<file path="config.mk">
export PLATFORM = sky130hd
export DESIGN_NAME = alu_sequencer
export DESIGN_NICKNAME = d
export VERILOG_FILES = /design/src/rtl/alu_sequencer.sv
export SDC_FILE = /design/constraint.sdc
export NUM_CORES = 1
export LEC_CHECK = 0
export CORE_UTILIZATION = 40
export CTS_BUF_LIST = sky130_fd_sc_hd__clkbuf_8
export DETAILED_ROUTE_END_ITERATION = 16
export PLACE_DENSITY = 0.8
export SLEW_MARGIN = 5
export SYNTH_ARGS = -nofsm -noshare
export SYNTH_HDL_FRONTEND = slang
export SYNTH_SLANG_ARGS = --single-unit
export TNS_END_PERCENT = 50
</file>
<file path="constraint.sdc">
create_clock -name clk -period 2 [get_ports clk]
set_input_delay 0.2 -clock clk [delete_from_list [all_inputs] [get_ports clk]]
set_output_delay 0.2 -clock clk [all_outputs]
set_load 0.005 [all_outputs]
</file>
<file path="src/rtl/alu_sequencer.sv">
// alu_sequencer: multi-cycle FETCH/DECODE/EXEC/MEM/WB control FSM for the 8-bit
// datapath. Drives ALU-decoder inputs plus PC/IR/memory/register-file strobes.
module alu_sequencer #(
    parameter int CNT_W       = 8,
    parameter int MEM_TIMEOUT = 15
) (
    input  logic             clk,
    input  logic             rst_n,
    input  logic             start,
    input  logic             halt_req,
    input  logic             mem_ready,
    input  logic [7:0]       instr,
    input  logic             alu_zero,
    output logic [2:0]       state,
    output logic             ir_write,
    output logic             pc_write,
    output logic             pc_branch,
    output logic             mem_read,
    output logic             mem_write,
    output logic             reg_write,
    output logic             alu_src_b,
    output logic [2:0]       alu_op,
    output logic             alu_funct,
    output logic [1:0]       fault,
    output logic [CNT_W-1:0] retired
);

    localparam int WAIT_W = (MEM_TIMEOUT > 1) ? $clog2(MEM_TIMEOUT + 1) : 1;
    localparam logic [WAIT_W-1:0] WAIT_LAST = WAIT_W'(MEM_TIMEOUT - 1);

    typedef enum logic [2:0] {
        S_IDLE   = 3'd0,
        S_FETCH  = 3'd1,
        S_DECODE = 3'd2,
        S_EXEC   = 3'd3,
        S_MEM    = 3'd4,
        S_WB     = 3'd5,
        S_HALTED = 3'd6
    } state_t;

    localparam logic [2:0] OP_ADD   = 3'b000;
    localparam logic [2:0] OP_NAND  = 3'b001;
    localparam logic [2:0] OP_SLT   = 3'b010;
    localparam logic [2:0] OP_SHIFT = 3'b011;
    localparam logic [2:0] OP_LWSW  = 3'b100;
    localparam logic [2:0] OP_ADDI  = 3'b101;
    localparam logic [2:0] OP_BEQ   = 3'b110;
    localparam logic [2:0] OP_HALT  = 3'b111;

    localparam logic [1:0] FAULT_NONE    = 2'b00;
    localparam logic [1:0] FAULT_ILLEGAL = 2'b01;
    localparam logic [1:0] FAULT_TIMEOUT = 2'b10;

    state_t             state_q, state_d;
    logic [1:0]         fault_q, fault_d;
    logic [CNT_W-1:0]   retired_q, retired_d;
    logic [WAIT_W-1:0]  wait_q, wait_d;

    logic [2:0] op_s;
    logic       funct_s;
    logic       illegal_s;
    logic       timeout_s;
    logic       retire_s;
    state_t     boundary_s;
    logic       unused_instr_s;

    assign op_s           = instr[7:5];
    assign funct_s        = instr[0];
    assign unused_instr_s = ^instr[4:1];
    assign illegal_s      = ((op_s == OP_ADD) || (op_s == OP_NAND)) && !funct_s;
    // The limit cycle itself is the timeout cycle unless mem_ready arrives in it.
    assign timeout_s      = (MEM_TIMEOUT != 0) && !mem_ready && (wait_q == WAIT_LAST);
    assign boundary_s     = halt_req ? S_IDLE : S_FETCH;

    // Next-state, sticky fault, retire pulse and the combinational strobes.
    always_comb begin
        state_d   = state_q;
        fault_d   = fault_q;
        retire_s  = 1'b0;
        ir_write  = 1'b0;
        pc_write  = 1'b0;
        pc_branch = 1'b0;
        mem_read  = 1'b0;
        mem_write = 1'b0;
        reg_write = 1'b0;
        alu_src_b = 1'b0;
        alu_op    = 3'b000;
        alu_funct = 1'b0;
        case (state_q)
            S_IDLE: begin
                if (start) state_d = S_FETCH;
                else       state_d = S_IDLE;
            end
            S_FETCH: begin
                if (mem_ready) begin
                    mem_read = 1'b1;
                    ir_write = 1'b1;
                    pc_write = 1'b1;
                    state_d  = S_DECODE;
                end else if (timeout_s) begin
                    state_d = S_HALTED;
                    fault_d = FAULT_TIMEOUT;
                end else begin
                    mem_read = 1'b1;
                end
            end
            S_DECODE: begin
                if (op_s == OP_HALT) begin
                    state_d = S_HALTED;
                end else if (illegal_s) begin
                    state_d = S_HALTED;
                    fault_d = FAULT_ILLEGAL;
                end else begin
                    state_d = S_EXEC;
                end
            end
            S_EXEC: begin
                case (op_s)
                    OP_ADD, OP_NAND, OP_SLT, OP_SHIFT: begin
                        alu_op    = op_s;
                        alu_funct = funct_s;
                        state_d   = S_WB;
                    end
                    OP_ADDI: begin
                        alu_op    = OP_ADDI;
                        alu_src_b = 1'b1;
                        state_d   = S_WB;
                    end
                    OP_LWSW: begin
                        alu_op    = OP_ADDI;
                        alu_src_b = 1'b1;
                        state_d   = S_MEM;
                    end
                    OP_BEQ: begin
                        alu_op    = OP_BEQ;
                        alu_funct = funct_s;
                        pc_write  = alu_zero;
                        pc_branch = alu_zero;
                        retire_s  = 1'b1;
                        state_d   = boundary_s;
                    end
                    default: begin
                        state_d = S_HALTED;
                        fault_d = FAULT_ILLEGAL;
                    end
                endcase
            end
            S_MEM: begin
                if (mem_ready) begin
                    mem_write = funct_s;
                    mem_read  = !funct_s;
                    if (funct_s) begin
                        retire_s = 1'b1;
                        state_d  = boundary_s;
                    end else begin
                        state_d  = S_WB;
                    end
                end else if (timeout_s) begin
                    state_d = S_HALTED;
                    fault_d = FAULT_TIMEOUT;
                end else begin
                    mem_write = funct_s;
                    mem_read  = !funct_s;
                end
            end
            S_WB: begin
                reg_write = 1'b1;
                retire_s  = 1'b1;
                state_d   = boundary_s;
            end
            S_HALTED: begin
                if (start) begin
                    state_d = S_FETCH;
                    fault_d = FAULT_NONE;
                end else begin
                    state_d = S_HALTED;
                end
            end
            default: begin
                state_d = S_IDLE;
            end
        endcase

        if (retire_s) retired_d = retired_q + CNT_W'(1);
        else          retired_d = retired_q;

        if ((state_d == state_q) && ((state_q == S_FETCH) || (state_q == S_MEM)))
            wait_d = wait_q + WAIT_W'(1);
        else
            wait_d = '0;
    end

    // State, fault, retire counter and memory-wait counter registers.
    always_ff @(posedge clk or negedge rst_n) begin
        if (!rst_n) begin
            state_q   <= S_IDLE;
            fault_q   <= FAULT_NONE;
            retired_q <= '0;
            wait_q    <= '0;
        end else begin
            state_q   <= state_d;
            fault_q   <= fault_d;
            retired_q <= retired_d;
            wait_q    <= wait_d;
        end
    end

    assign state   = state_q;
    assign fault   = fault_q;
    assign retired = retired_q;

endmodule

</file>
==> qor.yml, run 1 <==
outcome:
  status: "finished clean"
sta:
  slew_viol_final: 0
  min_period_over_period_pct: 97.8
  hold_violations: 0
  setup_slack_ns: 0.0436
  final.setup_skew_ns: 0.00175
  slew_headroom_pct: 73.9
  rsz0062_at_grt: "yes"
  tightest_slew_ns: 0.389
  timing.fmax_ghz: 0.511
  finalCriticalPeriod_ns: 1.96
  setup_viol: 0
routing:
  via_per_inst: 5.46
  postRouteAntennaNets: 0
  drt_wl_total_um: 3300
  drc: 0
  drt_iter0_drc: 34
  drt_first_pass_iters: 4
  wire_per_inst_um: 15.6
  via_count: 1152
final_layout:
  regArea_sq_um: 429
  fillCellCount: 193
  multi_input_area_sq_um: 666
  design_area_sq_um: 1760
  utilization_pct: 69.8
  drive_gt1_share_pct: 24.9
  diodes: 0
  syn_to_final_growth_pct: 60.9
  final_nets: 199
  fin_cells: 211
worst_setup_path:
  worstPathMaxFanout: 3
  crit_top_cell: "buf_4"
  max_stage_delay_ns: 0.38
  start_kind: "flip-flop"
  cpMaxStageDelayCell: "dfrtp_1"
  path_cells: "inv_1, ha_1, and4b_1, nor2_4, buf_4, buf_4, nor4b_4, mux2_1"
  worstPathRequired_ns: 2.13
  endpoint_kind: "flip-flop"
  critical_path.top_delay_family: "simple AND/OR/NAND/NOR gates"
  cp.arrival_ns: 2.09
  cp.buffers_inverters: 3
  crit_type: "flip-flop to flip-flop"
synth:
  synthSimpleGateAreaFrac_pct: 27.4
  avgSynthCellArea_sq_um: 9.20
  yosysSeqAreaShare_pct: 38.9
  synth_top_cell_area_share_pct: 38.9
  synth_flop_cell: "dfrtp_1"
  synthMuxAreaShare_pct: 2.97
  syn_area_sq_um: 1090
  synth_edf_count: 0
  yosysUniqueCellTypes: 34
  synthCells: 119
  ys_ff_latch: 17
  synth_top_family_by_area: "simple AND/OR/NAND/NOR gates"
  async_flop_share_pct: 100
  yosys_warnings: 0
  synth_xor_area_share_pct: 7.20
  synth_fa_ha_area_share_pct: 3.43
  synth_nets: 136
  yosys-top-cells-area: "dfrtp_1 39%, xnor2_1 5.6%, and3_1 4.6%"
  synth_compound_area_share_pct: 16.5
  yosysTopAreaCell: "dfrtp_1"
clocking:
  cts_buffer_depth: 2
  cts_max_level: 1
  clk_latency_ns: 0.25
  hold_buffers: 0
  cts-root-buf: "clkbuf_8"
  clock-sinks: 17
  tritoncts: "yes"
  clk_pin_slew_ns: 0.06
  cts_buffers: 3
floorplanning:
  start_util_pct: 43.4
  fp.dieW_um: 54.3
  io_pins: 38
  die_h_um: 54.3
  dieArea_sq_um: 2950
  core-area_sq_um: 2520
  rows: 18
power:
  ir_worst_vdd_uv: 866
  leakage_nw: 0.853
  power_mw: 2.02
  power.density_nw_per_um2: 1140
job:
  cap_viol_max_count: 0
grt:
  antenna_found_initial: 0
  grt_pass1_vias: 1048
  grt_overflow: 0
  grt_pass1_wl_um: 4860
  grt_max_degree: 18
  grt_use_total_pct: 23.1
placement:
  portBuffers: 33
  placedInstanceArea_sq_um: 1570
  place_congestion: 0.912
  place_ws_ns: -0.0390
  place_inst: 194
  dp.final_hpwl_um: 2120
min_path:
  hold_path_class: "primary input to async pin"
-- flip-flops by register name, summed over array words and instances (netlist names) --
signal   flops
fault        2
state        3
wait_q       4
retired      8
-- cell usage after synthesis, drive strengths merged, types with 3 or more instances --
master and number:
and3 8, nand4 5, o21ai 8, nand2b 4, a21oi 6, nand2 6
nor2b 4, dfrtp 17, inv 4, ha 3, buf 5, and2 3
nor2 13, xnor2 7
-- per-stage QoR --
step | hold WS, ns | setup TNS (ns)
3_3_place_gp | 0.459 | -0.0186
6_report | 0.271 | 0
3_5_place_dp | 0.474 | -0.0778
4_1_cts | 0.274 | -0.00177
2_1_floorplan | -0.0956 | 0
5_1_grt | 0.299 | -0.0352
-- where the power goes --
group / leakage (nW) / switching, mW / internal (mW)
Combinational: 0.607 / 0.524 / 0.677
Sequential: 0.219 / 0.127 / 0.443
Clock: 0.0269 / 0.108 / 0.136
-- what timing repair did --
item,4_1_cts,5_1_grt
pin swaps,2,2
endpoints found under the setup margin,8,7
endpoints found under the hold margin,0,0
resized for setup,8,12
setup buffers,9,4
-- cells by family after synthesis --
group | count (synthesis)
XOR/XNOR | 9
AND/OR/NAND/NOR | 52
AO/OA/AOI/OAI | 26
buffers and inverters | 9
multiplexers | 3
flip-flops | 17
adder cells (fa/ha/maj) | 3
-- cell usage in the layout (no fill, tap or decap), types with 2 or more instances in the layout --
cell type / instances
a211oi_1: 2
o21ai_0: 8
nor2_1: 11
dlymetal6s2s_1: 5
nand4_1: 5
a21oi_1: 6
xor2_1: 2
clkdlybuf4s50_1: 26
a22oi_1: 2
nand2b_1: 3
and2_1: 2
inv_1: 5
dlygate4sd2_1: 2
dfrtp_2: 3
dfrtp_1: 14
and4b_1: 2
buf_4: 29
and3_1: 8
ha_1: 3
o211ai_1: 2
xnor2_1: 7
mux2_1: 2
nor2b_1: 3
nand2_1: 6
clkbuf_8: 3
-- cell type report --
type	instances	area share (%)
Multi-Input combinational cell	93	37.8
Sequential cell	17	24.4
Clock buffer	3	2.34
Clock inverter	1	0.213
Timing Repair Buffer	63	32.3
Tap cell	30	2.13
Inverter	4	0.852
-- metal layers --
layer | global-route usage [%] | routed length (um) | part of all wire [%]
met5 | 0 | 0 | 0
met4 | 7.26 | 30 | 0.91
met3 | 3.33 | 248 | 7.5
met2 | 40.9 | 1690 | 51
met1 | 28.5 | 1330 | 40
-- final timing paths --
check	start	end	slack (ns)	cells after the start
max reg2reg	wait_q[0]	fault[0]	0.04	8
min	rst_n	retired[2]	0.27	2
min reg2reg	retired[7]	retired[7]	0.48	1
min in group clk	retired[7]	retired[7]	0.48	1
max in group asynchronous	rst_n	state[1]	1.53	2
max	wait_q[0]	fault[0]	0.04	8
(Power assumes the default switching activity.)
==> run 2, diff against run 1 <==
CTS_BUF_LIST = not set   (was sky130_fd_sc_hd__clkbuf_8)
==> qor.yml, run 2 (synthesized netlist as in run 1, its figures left out) <==
outcome:
  status: "finished clean"
final_layout:
  layout_common_cells: "27 x clkdlybuf4s50_1, 26 x buf_4, 14 x dfrtp_1"
  largest_reg_flops: 8  # unchanged
  diodes: 0  # unchanged
  final_nets: 198  # -0.50%
  regArea_sq_um: 429  # unchanged
  syn_to_final_growth_pct: 59.2
  drive_gt1_share_pct: 25.0  # +0.14 points
  final_common_cell: "clkdlybuf4s50_1"
  multi_input_area_sq_um: 668  # +0.38%
  fillCellCount: 202  # +4.7%
clocking:
  hold_buffers: 0  # unchanged
  cts_buffers: 3  # unchanged
  tritoncts: "yes"
  clk_pin_slew_ns: 0.09  # +0.03 ns
  cts_buffer_depth: 2  # unchanged
  clock-sinks: 17  # unchanged
  clk_latency_ns: 0.29  # +0.04 ns
  cts-root-buf: "clkbuf_4"
  cts_max_level: 1  # unchanged
floorplanning:
  fp.dieW_um: 54.3  # unchanged
  die_h_um: 54.3  # unchanged
  io_pins: 38  # unchanged
  dieArea_sq_um: 2950  # unchanged
  core-area_sq_um: 2520  # unchanged
  start_util_pct: 43.4  # unchanged
  rows: 18  # unchanged
grt:
  grt_use_total_pct: 22.3  # -0.76 points
  grt_overflow: 0  # unchanged
  grt_pass1_vias: 1037  # -1.0%
  grt_pass1_wl_um: 4700  # -3.3%
  grt_max_degree: 18  # unchanged
  antenna_found_initial: 0  # unchanged
sta:
  slew_viol_final: 0  # unchanged
  final.setup_skew_ns: 0.000777  # -0.000971 ns
  tightest_slew_ns: 0.445  # +0.0557 ns
  min_period_over_period_pct: 98.9  # +1.1 points
  slew_headroom_pct: 70.2  # -3.7 points
  rsz0062_at_grt: "yes"
  hold_violations: 0  # unchanged
  finalCriticalPeriod_ns: 1.98  # +0.0222 ns
  worst_hold_slack_ns: 0.221  # -0.0494 ns
  finalSetupTns_ns: 0  # unchanged
  timing.fmax_ghz: 0.505  # -1.1%
  setup_viol: 0  # unchanged
worst_setup_path:
  endpoint_kind: "primary output"
  worstPathRequired_ns: 1.80  # -0.33 ns
  worstPathMaxFanout: 3  # unchanged
  start_kind: "flip-flop"
  crit_type: "flip-flop to primary output"
  cp.arrival_ns: 1.78  # -0.31 ns
routing:
  via_count: 1156  # +0.35%
  wire_per_inst_um: 14.8  # -5.1%
  drt_iter0_drc: 18  # -47%
  via_per_inst: 5.50  # +0.83%
  drc: 0  # unchanged
  postRouteAntennaNets: 0  # unchanged
  drt_wl_total_um: 3120  # -5.5%
  drt_first_pass_iters: 4  # unchanged
power:
  leakage_nw: 0.831  # -2.5%
  ir_worst_vdd_uv: 760  # -12%
  power.density_nw_per_um2: 1120  # -2.4%
job:
  cap_viol_max_count: 0  # unchanged
placement:
  portBuffers: 33  # unchanged
  dp.final_hpwl_um: 2120  # unchanged
  place_congestion: 0.912  # unchanged
min_path:
  hold_path_class: "primary input to async pin"
run 2: path summary, 6_finish.rpt:
check                      slack (ns)       start  cells past startpoint          to
max                              0.02   wait_q[0]                      7   mem_write
min                              0.22       rst_n                      2  retired[2]
max reg2reg                      0.05   wait_q[0]                      8    fault[0]
min reg2reg                      0.48  retired[7]                      1  retired[7]
max in group asynchronous        1.58       rst_n                      2    state[0]
min in group clk                 0.48  retired[7]                      1  retired[7]
run 2: worst max-delay path, cell delays in order, from the launching register on:
cell and delay [ns]:
dfrtp_1 0.39, inv_1 0.07, ha_1 0.16, and4b_1 0.26
nor2_4 0.06, buf_4 0.13, and3_1 0.15, dlygate4sd2_1 0.26
run 2: stage by stage:
stage / instance area (sq um) / power (mW) / std cells / worst slack (ns) / util, %
2_1_floorplan: 1090 / 1.03 / 119 / 0.354 / -
3_3_place_gp: 1570 / 1.48 / 194 / -0.0186 / 62.1
3_5_place_dp: 1570 / 1.52 / 194 / -0.0390 / 62.1
4_1_cts: 1680 / 1.84 / 208 / 0.00564 / 66.7
5_1_grt: 1740 / 2.07 / 210 / -0.0285 / 69.1
6_report: 1740 / 1.95 / 210 / 0.0214 / 69.1
run 2: layer usage:
metal	vias to the layer above	global-route usage, %	wire length, um
met3	7	3.61	208
met4	0	9.40	44
met5	-	0	0
li1	547	-	-
met1	554	27.3	1310
met2	48	38.4	1550
run 2: repair_timing:
action                                  CTS  global route
pin swaps                                 2             1
setup buffers                            10             2
endpoints found under the setup margin   10             7
gates resized for setup                   9            13
run 2: final cells by class:
class | count | share of cell area [%]
clock buffers | 4 | 1.51
inverters | 4 | 0.861
multi-input cells | 93 | 38.3
flip-flops and latches | 17 | 24.6
well taps | 30 | 2.15
repair buffers | 62 | 32.5
run 2: report_power, final:
part / leakage, nW / switching [mW] / total (mW) / internal, mW
registers: 0.219 / 0.115 / 0.558 / 0.442
logic: 0.598 / 0.527 / 1.21 / 0.683
clock network: 0.0150 / 0.101 / 0.178 / 0.0776
total: 0.831 / 0.743 / 1.95 / 1.20
==> run 3, diff against run 2 <==
CTS_CLUSTER_SIZE = 16   (was not set)
==> results of run 3 <==
Final layout, timing and power as in run 2 (identical DEF).
